[src/rtl/phase_arbiter.sv]
// Round-robin arbiter granting one of four requesters ownership of the shared
// four-phase sequencer, with a bounded hold time and a dead cycle between owners.
module phase_arbiter #(
  parameter int unsigned MAX_HOLD = 8
) (
  input  logic       clock,
  input  logic       reset_n,
  input  logic [3:0] req,
  output logic [3:0] grant,
  output logic [1:0] owner,
  output logic       busy,
  output logic       timeout
);

  localparam int unsigned CNT_W = (MAX_HOLD > 1) ? $clog2(MAX_HOLD) : 1;
  localparam logic [CNT_W-1:0] HOLD_LAST = CNT_W'(MAX_HOLD - 1);

  typedef enum logic [1:0] {
    S_IDLE    = 2'd0,
    S_GRANT   = 2'd1,
    S_RELEASE = 2'd2
  } state_e;

  state_e           state_q, state_d;
  logic [3:0]       grant_q, grant_d;
  logic [1:0]       owner_q, owner_d;
  logic             busy_q, busy_d;
  logic             timeout_q, timeout_d;
  logic [1:0]       ptr_q, ptr_d;
  logic [CNT_W-1:0] hold_q, hold_d;

  logic             win_found;
  logic [1:0]       win_idx;

  // Rotating-priority search; scanning offsets high-to-low lets the nearest one win.
  always_comb begin
    win_found = 1'b0;
    win_idx   = ptr_q;
    for (int k = 3; k >= 0; k--) begin
      if (req[2'(ptr_q + 2'(k))]) begin
        win_found = 1'b1;
        win_idx   = 2'(ptr_q + 2'(k));
      end
    end
  end

  always_comb begin
    state_d   = state_q;
    grant_d   = grant_q;
    owner_d   = owner_q;
    busy_d    = busy_q;
    timeout_d = 1'b0;
    ptr_d     = ptr_q;
    hold_d    = hold_q;

    case (state_q)
      S_IDLE, S_RELEASE: begin
        if (win_found) begin
          state_d = S_GRANT;
          grant_d = 4'(4'b0001 << win_idx);
          owner_d = win_idx;
          busy_d  = 1'b1;
          hold_d  = '0;
        end else begin
          state_d = S_IDLE;
          grant_d = 4'b0000;
          busy_d  = 1'b0;
        end
      end

      S_GRANT: begin
        if (!req[owner_q] || (hold_q == HOLD_LAST)) begin
          // Owner index is kept so downstream phase select stays stable.
          state_d   = S_RELEASE;
          grant_d   = 4'b0000;
          busy_d    = 1'b0;
          ptr_d     = 2'(owner_q + 2'd1);
          hold_d    = '0;
          timeout_d = req[owner_q];
        end else begin
          hold_d = CNT_W'(hold_q + CNT_W'(1));
        end
      end

      default: begin
        state_d = S_IDLE;
        grant_d = 4'b0000;
        busy_d  = 1'b0;
        hold_d  = '0;
      end
    endcase
  end

  always_ff @(posedge clock or negedge reset_n) begin
    if (!reset_n) begin
      state_q   <= S_IDLE;
      grant_q   <= 4'b0000;
      owner_q   <= 2'd0;
      busy_q    <= 1'b0;
      timeout_q <= 1'b0;
      ptr_q     <= 2'd0;
      hold_q    <= '0;
    end else begin
      state_q   <= state_d;
      grant_q   <= grant_d;
      owner_q   <= owner_d;
      busy_q    <= busy_d;
      timeout_q <= timeout_d;
      ptr_q     <= ptr_d;
      hold_q    <= hold_d;
    end
  end

  assign grant   = grant_q;
  assign owner   = owner_q;
  assign busy    = busy_q;
  assign timeout = timeout_q;

endmodule
[config.mk]
export PLATFORM = sky130hd
export DESIGN_NAME = phase_arbiter
export DESIGN_NICKNAME = d
export VERILOG_FILES = /design/src/rtl/phase_arbiter.sv
export SDC_FILE = /design/constraint.sdc
export NUM_CORES = 1
export LEC_CHECK = 0
export CAP_MARGIN = 30
export CORE_MARGIN = 5
export CORE_UTILIZATION = 35
export CTS_BUF_LIST = sky130_fd_sc_hd__clkbuf_4 sky130_fd_sc_hd__clkbuf_8 sky130_fd_sc_hd__clkbuf_16
export DETAILED_ROUTE_END_ITERATION = 16
export PLACE_DENSITY = 0.58
export SYNTH_ARGS = -nofsm -noshare
export SYNTH_HDL_FRONTEND = slang
export SYNTH_SLANG_ARGS = --single-unit
export TNS_END_PERCENT = 20
[constraint.sdc]
create_clock -name clock -period 2.1 [get_ports clock]
set_clock_uncertainty 0.1 [all_clocks]
set_input_delay 0.315 -clock clock [delete_from_list [all_inputs] [get_ports clock]]
set_output_delay 0.315 -clock clock [all_outputs]
set_load 0.01 [all_outputs]
* Word level (Yosys, flattened, before mapping)
Cells that the tools add are included.
Word-level totals: register bits 15, output and inout bits 8, logic and storage cells 61, input port bits 6
Operators by class: mux-type cells 32, equality and inequality tests 5, shift operators 1, reduce and logical (&&, ||, !) cells 6, order comparisons 5, add/subtract/negate cells 5
Operators with widths (count):
- less-than comparator 2 x 3 -> 1 bit (second input constant) | 5
- 2-to-1 mux 1 bit | 14
- binary-select mux 1 bit (select 2 bit) | 5
- 2-to-1 mux 2 bit | 5
- 2-to-1 mux 4 bit | 2
- one-hot mux 4 bit (2 select lines) | 1
- 2-to-1 mux 3 bit | 2
- one-hot mux 3 bit (2 select lines) | 1
- adder 2 x 1 -> 2 bit (second input constant) | 2
- adder 2 bit (second input constant) | 2
- inequality test 2 bit (second input constant) | 2
- one-hot mux 2 bit (2 select lines) | 1
- AND reduction 2 bit | 2
- left shift 1 x 2 -> 4 bit (first input constant) | 1
- adder 3 x 1 -> 3 bit (second input constant) | 1
- equality test 3 bit (second input constant) | 1
- equality test 2 x 1 -> 1 bit (second input constant) | 1
- equality test 2 bit (second input constant) | 1
- zero test 2 bit | 1
- one-hot mux 1 bit (2 select lines) | 1
- OR reduction 2 bit | 1
- zero test 1 bit | 1
- logical OR 1 bit | 1

* Depth between registers and ports, before layout
word-level depth 10, depth in mapped cells 6

* Worst setup path before layout
OpenSTA, ideal clock, no wires.
path kind reg-to-reg, start register owner_q[1], in the netlist owner[1], end register hold_q[0], stages on the path, launching flop included 5, data required time 1.875 ns, setup slack 0.431 ns, period minus slack after synthesis 1.669 ns, path buffers 0, data arrival time 1.445 ns, cell sequence dfrtp_1 > mux4_2 > nand3b_4 > nor2_4 > mux2_2
Between the ends: cells in the longest elaborated chain, start to end 6
RTL lines:
- start: declaration | line 26 | logic [1:0] owner_q, owner_d;
- start signal: assignment | line 106 | owner_q <= owner_d;
- binary-select mux 1 bit (select 2 bit) | line 72 | if (!req[owner_q] || (hold_q == HOLD_LAST)) begin
- 2-to-1 mux 1 bit (implied by the code) | line 72
- zero test 1 bit | line 72
- logical OR 1 bit | line 72
- 2-to-1 mux 3 bit | line 72
- one-hot mux 3 bit (2 select lines) | line 56 | case (state_q)
- end signal: assignment | line 110 | hold_q <= hold_d;
- end: declaration | line 30 | logic [CNT_W-1:0] hold_q, hold_d;
Every way passes these cells. The select of a mux whose other input is x is not followed. A chain may end at the register's enable or synchronous reset.

* Final worst setup path
start input req[3], end register hold_q[0]
Between the ends: cells in the longest elaborated chain, start to end 7, elaborated cells on any way between the ends 19, classes of those cells eq/ne (1); mux (16); reduce/logical (2)
RTL lines:
- start: declaration | line 8 | input logic [3:0] req,
- binary-select mux 1 bit (select 2 bit) | line 40 | if (req[2'(ptr_q + 2'(k))]) begin
- 2-to-1 mux 1 bit (implied by the code) | line 40
- 2-to-1 mux 1 bit (4 in series) | line 40
- inequality test 2 bit (no line)
Several ways; a longest one is shown, not always the timed one. The select of a mux whose other input is x is not followed.

==> metrics.md <==
| Metric | Value |
|---|---|
| Logic pwr share | `between 40% and 50%` |
| Area Overhead vs Synth | `31.2%` |
| TritonCTS Buffers | `3` |
| Count of cell types in the netlist | `29` |
| Post-Syn Area | `roughly 760 um2` |
| Die area | `~3200 um2` |
| Iteration-0 DRC count of the detailed router | `8` |
| Synth Warn # | `0` |
| Fin nets | `95` |
| Final Hold Fails | `0` |
| Final Wtd Congestion | `0.708` |
| DP HPWL | `1.21 mm` |
| CP required | `2.17 ns` |
| N_diodes | `0` |
| Post-synth ARST share | `100%` |
| Total track usage | `a little over a tenth` |
| Cell Chain, Critical Path | `clkdlybuf4s50_1 -> mux4_2 -> nand3b_4 -> nor2_4 -> mux2_2` |
| WL/cell | `14.1 um` |
| Gr busiest metal | `met2` |
| Clock slew at reported path FFs | `0.10 ns` |
| Chip width | `56.5 um` |
| Post-route minimum period | `1.73 ns` |
| Rel. slew slack | `55.0%` |
| Dpl cell area | `966 um2` |
| Pins Over Slew Limit | `0` |
| Final Setup Violations | `0` |
| CTS tree | `done` |
| CTS root buf | `clkbuf_4` |
| Critical path data arrival time | `1.80 ns` |
| CTS max path bufs | `2` |
| Clk pwr share | `between 10% and 20%` |
| CP Class | `input pin to flip-flop` |
| Share of cells above drive strength 1 | `around a quarter` |
| Setup TNS | `0 ns` |
| Grt met1 use | `15.0%` |
| CTS H-tree lvls | `1` |
| Sequential power share | `40.7%` |
| CTS sink count | `15` |
| Worst setup SP type | `input pin` |
| Avg Cell Area, Syn | `~12 um2` |
| Worst slew pin tran | `0.673 ns` |
| Gr ovfl total | `0` |
| Pleak | `0.449 nW` |
| Slowest CP cell | `mux4_2` |
| Post-CTS setup buffer count | `0` |
| CORE AREA | `2000 um2` |
| Post-synthesis sequential area ratio | `49.6%` |
| Initial antenna violation count | `0` |
| Post-Place Setup Slack | `0.0697 ns` |
| Period Utilization, post-route | `82.3%` |
| Die Span Y | `56.5 um` |
| P per Cell Area | `1270 nW/um2` |
| Worst Setup Slack, final | `~0.37 ns` |
| Vias in the first global route | `607` |
| FMAX | `0.578 GHz` |
| CTS resizes | `0` |
| Sw frac | `36.9%` |
| Initial Util | `37.8%` |
| Net Count, Synth | `~70` |
| First-pass GRT wire length | `~2.8 mm` |
| Post-Synthesis Cells | `63` |
| TritonRoute pass-1 iters | `4` |
| Switching Power | `464 uW` |
| Largest net degree at the start of global routing | `16` |
| CP endpoint kind | `flip-flop` |
| I/O pins | `14` |
| Crit Path Max Fanout | `8` |
| Grt met2 use | `15.7%` |
| Max stage delay on crit path | `0.56 ns` |
| VDD IR max | `between 500 and 600 uV` |
| Met3 Track Usage GR | `under 10%` |
| DR DRC count | `0` |
| Total length of routed wires | `1.60 mm` |
| Status | `finished, final reports clean` |
| RSZ-0062 raised after global routing | `no` |
| Most used DFF post-synth | `dfrtp_1` |
| IO Port Bufs | `13` |
| FF+latch count, synth | `15` |
| Post-synth EDFFs | `0` |
| Worst-Skew Late Latency | `approximately 0.28 ns` |
| Row count | `16` |
| Int Power | `793 uW` |
| Fill cell count | `184` |
| Antenna viol nets, final | `0` |
| Via density | `5.16` |
| Max-capacitance violation count | `0` |
| Cts hold-fix bufs | `0` |
| Hold Path Class | `input pin to asynchronous set/reset pin` |
| Via count | `583` |
| Post-route design area | `between 900 and 1000 um2` |
power by group through the flow:
stage / Combinational, mW / Sequential, mW / Clock (mW)
3_3_place_gp: 0.579 / 0.516 / 0
4_1_cts: 0.590 / 0.511 / 0.175
3_5_place_dp: 0.589 / 0.513 / 0
2_1_floorplan: 0.336 / 0.518 / 0
6_report: 0.581 / 0.512 / 0.165
5_1_grt: 0.627 / 0.529 / 0.193
synthesized netlist by cell type (all sizes together), types with 2 or more instances:
| cell | instances | area [um2] |
|---|---|---|
| ha | 2 | 25.0 |
| o22a | 2 | 17.5 |
| or2b | 2 | 15.0 |
| a22o | 4 | 40.0 |
| a21o | 2 | 16.3 |
| nor4 | 2 | 18.8 |
| nor2 | 5 | 26.3 |
| or2 | 2 | 12.5 |
| o21ai | 2 | 10.0 |
| inv | 2 | 7.51 |
| dfrtp | 15 | 375 |
| a21oi | 7 | 46.3 |
| nand2b | 3 | 18.8 |
| o2bb2ai | 2 | 17.5 |
routing by layer:
| metal | part of all wire, % | vias to the layer above |
|---|---|---|
| met3 | 6.6 | 0 |
| li1 | - | 282 |
| met1 | 50 | 287 |
| met2 | 44 | 14 |
| met4 | 0 | 0 |
| met5 | 0 | - |
critical path: cells and delay by family:
kind / cells / cell delay [ns]
muxes: 2 / 0.82
buffers and inverters: 1 / 0.46
and+or+nand+nor: 2 / 0.19
area by class of cell:
cell class	instances	area (um2)	area share (%)
Clock inverter	1	5.00	0.504
Timing Repair Buffer	19	175	17.6
Inverter	2	7.51	0.756
Clock buffer	3	22.5	2.27
Sequential cell	15	375	37.8
Tap cell	27	33.8	3.40
Multi-Input combinational cell	46	374	37.7
kinds of logic after synthesis:
kind of cell | synth area share (%)
AO/OA/AOI/OAI | 23.3
AND/OR/NAND/NOR | 17.2
flip-flops | 49.6
buffers and inverters | 0.992
multiplexers | 4.46
adder cells (fa/ha/maj) | 3.31
XOR/XNOR | 1.16
cell usage in the layout (no fill, tap or decap), drive strengths merged, types with 3 or more instances in the layout:
master,n
dfrtp,15
clkdlybuf4s50,13
a21oi,7
buf,6
nor2,5
a22o,4
nand2b,3
clkbuf,3
through the flow:
step | power (mW) | instances | hold WS, ns | utilization [%]
3_3_place_gp | 1.09 | 109 | 0.372 | 48.3
5_1_grt | 1.35 | 113 | 0.390 | 49.6
2_1_floorplan | 0.853 | 63 | -0.0806 | -
6_report | 1.26 | 113 | 0.331 | 49.6
4_1_cts | 1.28 | 113 | 0.346 | 49.6
3_5_place_dp | 1.10 | 109 | 0.374 | 48.3
worst paths after layout:
path                       depth (start not counted)   endpoint  slack (ns)  startpoint
max                                                5  hold_q[0]        0.37      req[3]
min                                                1    timeout        0.33     reset_n
max reg2reg                                        4  hold_q[0]        0.39    owner[1]
min reg2reg                                        1       busy        0.39        busy
max in group asynchronous                          1   grant[0]        1.13     reset_n
min in group clock                                 1       busy        0.39        busy
sequential cells by signal, indices dropped and copies added, names as in the netlist:
| name | cells |
|---|---|
| ptr_q | 2 |
| grant | 4 |
| state_q | 2 |
| busy | 1 |
| hold_q | 3 |
| owner | 2 |
| timeout | 1 |
Note: power is estimated with default switching activity, not from simulation.
